**config.mk**
```make
export PLATFORM = sky130hd
export DESIGN_NAME = iq_fir_filter_nco
export DESIGN_NICKNAME = d
export VERILOG_FILES = /design/src/rtl/iq_fir_filter_nco.sv
export SDC_FILE = /design/constraint.sdc
export NUM_CORES = 1
export LEC_CHECK = 0
export ABC_CLOCK_PERIOD_IN_PS = 6010
export CORE_ASPECT_RATIO = 0.7
export CORE_MARGIN = 8
export CORE_UTILIZATION = 30
export DETAILED_ROUTE_END_ITERATION = 10
export SYNTH_ARGS = -nofsm -noshare
export SYNTH_HDL_FRONTEND = slang
export SYNTH_SLANG_ARGS = --single-unit
```
**constraint.sdc**
```tcl
create_clock -name clk -period 6.01 [get_ports clk]
set_input_delay 1.803 -clock clk [delete_from_list [all_inputs] [get_ports clk]]
set_output_delay 1.803 -clock clk [all_outputs]
set_load 0.03 [all_outputs]
```
**src/rtl/iq_fir_filter_nco.sv**
```systemverilog
// Quadrature 2-bit tone generator plus an 8-tap symmetric low-pass FIR with a
// valid/ready handshake. The tone generator and the filter share only the clock.
module iq_fir_filter_nco #(
    parameter int DIV   = 5,
    parameter int NTAPS = 8,
    parameter int SHIFT = 5
) (
    input  logic       clk,
    input  logic       resetn,
    input  logic [4:0] data_in,
    input  logic       in_valid,
    output logic       pret,
    output logic [4:0] data_out,
    output logic       out_valid,
    output logic [1:0] sine_out,
    output logic [1:0] cosine_out
);

    localparam int DATA_W = 5;
    localparam int COEF_W = 4;
    localparam int ACC_W  = 16;
    localparam int CNT_W  = $clog2(DIV + 1);
    localparam int KW     = $clog2(NTAPS);

    typedef enum logic [1:0] {ST_IDLE, ST_MAC, ST_DONE} state_t;

    function automatic logic [1:0] sine_lut(input logic [2:0] p);
        case (p)
            3'd0: return 2'd2;
            3'd1: return 2'd3;
            3'd2: return 2'd3;
            3'd3: return 2'd2;
            3'd4: return 2'd1;
            3'd5: return 2'd0;
            3'd6: return 2'd0;
            default: return 2'd1;
        endcase
    endfunction

    function automatic logic [1:0] cosine_lut(input logic [2:0] p);
        case (p)
            3'd0: return 2'd3;
            3'd1: return 2'd2;
            3'd2: return 2'd1;
            3'd3: return 2'd0;
            3'd4: return 2'd0;
            3'd5: return 2'd1;
            3'd6: return 2'd2;
            default: return 2'd3;
        endcase
    endfunction

    function automatic logic [COEF_W-1:0] coef(input logic [KW-1:0] i);
        case (i)
            3'd0: return 4'd1;
            3'd1: return 4'd3;
            3'd2: return 4'd5;
            3'd3: return 4'd7;
            3'd4: return 4'd7;
            3'd5: return 4'd5;
            3'd6: return 4'd3;
            default: return 4'd1;
        endcase
    endfunction

    // Round half up, then clamp to the DAC range.
    function automatic logic [DATA_W-1:0] round_sat(input logic [ACC_W-1:0] a);
        logic [ACC_W:0] r;
        r = ({1'b0, a} + (ACC_W+1)'(1 << (SHIFT - 1))) >> SHIFT;
        if (r > (ACC_W+1)'(2**DATA_W - 1))
            return '1;
        return r[DATA_W-1:0];
    endfunction

    logic [CNT_W-1:0]  div_cnt;
    logic [2:0]        phase;

    always_ff @(posedge clk or negedge resetn) begin
        if (!resetn) begin
            div_cnt    <= '0;
            phase      <= '0;
            sine_out   <= 2'd2;
            cosine_out <= 2'd3;
        end else begin
            if (div_cnt == CNT_W'(DIV - 1)) begin
                div_cnt <= '0;
                phase   <= phase + 3'd1;
            end else begin
                div_cnt <= div_cnt + 1'b1;
            end
            sine_out   <= sine_lut(phase);
            cosine_out <= cosine_lut(phase);
        end
    end

    state_t             state, state_nxt;
    logic [DATA_W-1:0]  taps [NTAPS];
    logic [ACC_W-1:0]   acc;
    logic [KW-1:0]      k;
    logic               iv_q;
    logic               accept;
    logic [ACC_W-1:0]   prod;

    // pret gates acceptance so the first edge after reset cannot take a sample.
    assign accept = (state == ST_IDLE) && pret && in_valid && !iv_q;
    assign prod   = ACC_W'(taps[k]) * ACC_W'(coef(k));

    always_comb begin
        state_nxt = state;
        case (state)
            ST_IDLE: if (accept) state_nxt = ST_MAC;
            ST_MAC:  if (k == KW'(NTAPS - 1)) state_nxt = ST_DONE;
            ST_DONE: state_nxt = ST_IDLE;
            default: state_nxt = ST_IDLE;
        endcase
    end

    always_ff @(posedge clk or negedge resetn) begin
        if (!resetn) begin
            state     <= ST_IDLE;
            for (int i = 0; i < NTAPS; i++) taps[i] <= '0;
            acc       <= '0;
            k         <= '0;
            iv_q      <= 1'b0;
            pret      <= 1'b0;
            data_out  <= '0;
            out_valid <= 1'b0;
        end else begin
            state     <= state_nxt;
            iv_q      <= in_valid;
            pret      <= (state_nxt == ST_IDLE);
            out_valid <= 1'b0;
            case (state)
                ST_IDLE: begin
                    if (accept) begin
                        for (int i = NTAPS - 1; i > 0; i--) taps[i] <= taps[i-1];
                        taps[0] <= data_in;
                        acc     <= '0;
                        k       <= '0;
                    end
                end
                ST_MAC: begin
                    acc <= acc + prod;
                    k   <= k + 1'b1;
                end
                ST_DONE: begin
                    data_out  <= round_sat(acc);
                    out_valid <= 1'b1;
                end
                default: ;
            endcase
        end
    end

endmodule

```
# Word-level counts from Yosys, hierarchy flattened
# Index checks and enable logic that the tools add are counted.
dict set report totals {
  ff_bits 79
  input_bits 8
  out_inout_bits 11
  wordCells 83
}
dict set report op_classes {
  add_sub_neg 5
  mul 1
  magnitude_cmp 2
  n_eq_ne 17
  muxes 19
  bitwise 1
  n_reduce_logical 19
}
# cell count
set op_table {}
lappend op_table {{16-bit one-hot mux with 2 select lines} 1}
lappend op_table {{3-bit equality test (second input constant)} 8}
lappend op_table {{5-bit two-way mux} 4}
lappend op_table {{2-bit OR reduction} 9}
lappend op_table {{16-bit by 5-bit adder with 17-bit output (second input constant)} 1}
lappend op_table {{16-bit by 9-bit adder with 16-bit output} 1}
lappend op_table {{16-bit two-way mux} 1}
lappend op_table {{5-bit binary-select mux with 3-bit select} 1}
lappend op_table {{3-bit by 2-bit equality test with 1-bit output (second input constant)} 4}
lappend op_table {{12-bit by 5-bit > comparator with 1-bit output (second input constant)} 1}
lappend op_table {{2-bit one-hot mux with 3 select lines} 2}
lappend op_table {{3-bit by 1-bit adder with 3-bit output (second input constant)} 3}
lappend op_table {{5-bit by 4-bit multiplier with 9-bit output} 1}
lappend op_table {{3-bit one-hot mux with 3 select lines} 1}
lappend op_table {{3-bit by 1-bit equality test with 1-bit output (second input constant)} 2}
lappend op_table {{3-bit two-way mux} 2}
lappend op_table {{3-bit one-hot mux with 2 select lines} 1}
lappend op_table {{4-bit greater-or-equal comparator (second input constant)} 1}
lappend op_table {{2-bit logical NOT} 2}
lappend op_table {{2-bit two-way mux} 2}
lappend op_table {{3-bit NOT with 4-bit output} 1}
lappend op_table {{2-bit one-hot mux with 2 select lines} 1}
lappend op_table {{2-bit AND reduction} 2}
lappend op_table {{1-bit logical AND} 3}
lappend op_table {{other kinds (7)} 9}

# Logic depth before layout (Yosys ltp)
dict set report logic_depth {
  ltp_word 7
  ltp_mapped 18
  mapped_depth_nobuf 17
}

# Worst setup path after synthesis
# OpenSTA, ideal clock, no wires.
dict set report synth_path {
  kind {register to register}
  startpoint {reg k[0]}
  endpoint {reg acc[15]}
  setup_ns 0.079
  t_arrival_ns 4.167
  required_ns 5.931
  path_slack_ns 1.764
  path_stages_with_launch 16
  path_buffers 1
  period_less_slack_ns 4.246
  cell_sequence {dfrtp_1 -> buf_2 -> inv_1 -> ha_1 -> a211oi_1 -> a21o_1 -> nand2b_1 -> fa_1 -> fa_1 -> fa_1 -> nor2b_1 -> o21ai_1 -> a21boi_1 -> o2111ai_1 -> nor3_1 -> mux2i_1}
}
dict set report synth_via {
  elab_chain_len 7
  word_cells_on_any_way 17
  classes_between {1 x add/sub; 1 x mul; 6 x eq/ne; 5 x mux; 1 x bitwise; 3 x reduce/logical}
}
# element line_no
set synth_lines {}
lappend synth_lines {{start, declared} 99} ;# logic [KW-1:0] k;
lappend synth_lines {{start signal, assigned} 144} ;# k <= k + 1'b1;
lappend synth_lines {{3-bit NOT with 4-bit output (not written as such)} 106} ;# assign prod = ACC_W'(taps[k]) * ACC_W'(coef(k));
lappend synth_lines {{5-bit binary-select mux with 3-bit select} 106}
lappend synth_lines {{5-bit two-way mux (not written as such) (2 in series)} 106}
lappend synth_lines {{5-bit by 4-bit multiplier with 9-bit output (*)} 106}
lappend synth_lines {{16-bit by 9-bit adder with 16-bit output (*)} 143} ;# acc <= acc + prod;
lappend synth_lines {{16-bit one-hot mux with 2 select lines (*)} 133} ;# case (state)
lappend synth_lines {{end signal, assigned} 143}
lappend synth_lines {{end, declared} 98} ;# logic [ACC_W-1:0] acc;
# Mark *: on every way between the ends. The rest lies on a longest branch, timed or not. The select of a mux whose other input is x is not followed.
# A chain may end at the register's enable or synchronous reset.

# Final worst setup path
# Ends and elaborated chain as after synthesis.

==> run summary <==
status = completed
die footprint = 0.0186 mm²
Synth area leaders = dfrtp_1 (44%), nand2_1 (12%), ha_1 (6.9%)
Fillers = 1,411
area leader, netlist = dfrtp_1
Final Hold Viols = 0
Root Buffer = clkbuf_16
Slew Limit Fails = 0
via count = 3,106
drt first pass iters = 4
most frequent cells in the layout = nand2_1 (140), dfrtp_1 (76), inv_1 (36), ha_1 (24), nor2_1 (23)
Sum Neg Setup Slack = 0 ps
routed length per instance = 12.9 µm
Post-Syn Area = 0.00434 mm²
Slew @ Worst Pin = 1030 ps
max_cap viols = 0
P_leak = 2.34 nW
unrepaired setup endpoints after global routing = false
Crit. End Element = register
top cell type's share of synthesized area = 0.438
Crit path arrival time = 5110 ps
Power Density = 505 mW/mm²
Skew-Pair Late Insertion Delay = 340 ps
EDFF count, synth = 0
yosys warns = 0
Hold Crit Start = div_cnt[0]
first-pass GRT wire length = 15,300 µm
share of the cycle needed by the critical path after routing = 0.807
FMAX = 206 MHz
largest net degree at the start of global routing = 80
Synth Instances = 459
Seq. cell area = 0.00198 mm²
number of CTS-inserted buffers = 9
Clock Pin Slew Worst Setup and Hold Paths = 60 ps
number of synthesized register bits = 79
initial antenna violation count = 0
grt total ovfl = 0
layout cells sized above 1 = 0.0884
worst path required time = 6270 ps
origin of the worst setup path = k[0]
Netlist cell types = 50
Setup Skew = 5.65 ps
footprint of the multi-input gates = 0.00214 mm²
core area = 0.0141 mm²
Site Rows = 36
Slew headroom = 0.315
area grow syn2layout = 14.5%
ys flop type = dfrtp_1
vias per cell = 4.67
Mean Syn Cell Area = 9.46 µm²
Hold Crit Class = register to register
CTS tree = built
DRT iter0 DRCs = 171
crit path launch type = register
Synth Net Count = 500
PortBufs = 18
Routed Antenna Nets = 0
Resize count post-CTS = 0
Setup Buffers After CTS = 0
Die W = 160 µm
Diodes inserted = 0
detailed placement HPWL = 5950 µm
fin crit period = 4850 ps
RD Place Congestion = 0.769
dpl ws = 1190 ps
drt drc = 0
clk sinks = 79
FF-to-FF Start = k[0]
clk buf depth = 2
worst vdd ir = 0.000198 V
number of nets in the layout = 511
I/O pin cnt = 19
Crit Path Class = register to register
Async S/R FF share, synth = 1.00
commonest non-fill, non-tap cell in the layout = nand2_1
vias in the first global route = 3,194
Final WS setup = 1160 ps
Max FO, Critical Path = 15
sequential fraction of the synthesis area = 0.456
depth of the CTS H-tree = 3
final number of setup-violating endpoints = 0
die extent in y = 117 µm
Hold-fix buffers, CTS = 0
routed wire length = 8590 µm
Initial Util = 0.309
GRT Util Overall = 0.101
[path summary, 6_finish.rpt]
check	endpoint	cells after the start	slack, ps
min in group asynchronous	taps[5]	1	1640
max in group asynchronous	acc[10]	1	3700
worst min-delay path	div_cnt[0]	1	460
worst max register to register	acc[15]	14	1160
worst max-delay path	acc[15]	14	1160
worst min register to register	div_cnt[0]	1	460
[metrics by stage]
step	cells	util	hold slack [ps]	power (W)	area, µm²
final	665	0.354	460	0.00251	4980
after global routing	665	0.354	494	0.00276	4980
after detailed placement	649	0.334	453	0.00200	4690
after global placement	649	0.334	439	0.00196	4690
after CTS	665	0.354	461	0.00255	4980
after floorplan	459	-	427	0.00173	4340
[per-layer routing]
layer / track usage / vias up / part of all wire
met5: 0 / - / 0
met4: 0.0310 / 0 / 0.011
met3: 0.0377 / 10 / 0.052
met2: 0.158 / 42 / 0.45
li1: - / 1544 / -
met1: 0.129 / 1510 / 0.49
[synth_stat cells (2+ instances only)]
cell type,number
a211oi_1,4
nor2_1,23
or4_1,2
o21ai_0,16
o31ai_1,6
nand3_1,10
dfstp_2,3
buf_6,2
o21ai_1,2
inv_1,36
a21oi_1,10
xor2_1,3
ha_1,24
mux2_2,4
nand2b_1,5
o211ai_1,4
nor3_1,6
o21a_1,2
mux4_2,10
fa_1,9
a21o_1,2
clkbuf_1,16
o31a_1,2
dfrtp_1,76
xnor2_1,5
nand2_1,140
o21bai_1,2
mux2i_1,6
nor2b_1,5
or3_1,2
and2_1,2
nor4_1,2
[registers in the layout, summed over array words and instances, names as in the netlist]
name        flops
pret            1
phase           3
k               3
div_cnt         3
sine_out        2
iv_q            1
taps           40
state           2
data_out        5
acc            16
out_valid       1
cosine_out      2
[worst max-delay path, stage by stage (launching register included)]
cell and delay (ps):
dfrtp_1 830, inv_1 160, ha_1 370, a211oi_1 280, a21o_1 200, nand2b_1 140
fa_1 430, fa_1 520, fa_1 470, nor2b_1 120, o21ai_1 80, a21boi_1 360
o2111ai_1 290, nor3_1 310, mux2i_1 210
[layout make-up]
class,instances,share of cell area
clock buffers,13,0.0543
clock inverters,3,0.00352
multi-input cells,324,0.430
inverters,36,0.0272
well taps,190,0.0478
flip-flops and latches,79,0.398
repair buffers,20,0.0387
[where the power goes]
| part | internal [W] | switching (W) | leakage [nW] |
|---|---|---|---|
| registers | 0.000697 | 0.000196 | 1.01 |
| clock network | 0.000312 | 0.000216 | 0.142 |
| logic | 0.000499 | 0.000591 | 1.19 |
| total | 0.00151 | 0.00100 | 2.34 |
[logic make-up (layout without fill, tap and decap cells)]
kind of cell,count (synthesis),count (layout),share of synthesized area
and+or+nand+nor,205,205,0.202
DFF,79,79,0.456
AOI/OAI and AO/OA,58,58,0.0867
buffers and inverters,56,72,0.0530
adders and majority gates,33,33,0.111
muxes,20,20,0.0760
xor gates and xnor gates,8,8,0.0161
Power figures use the tool's default switching activity.
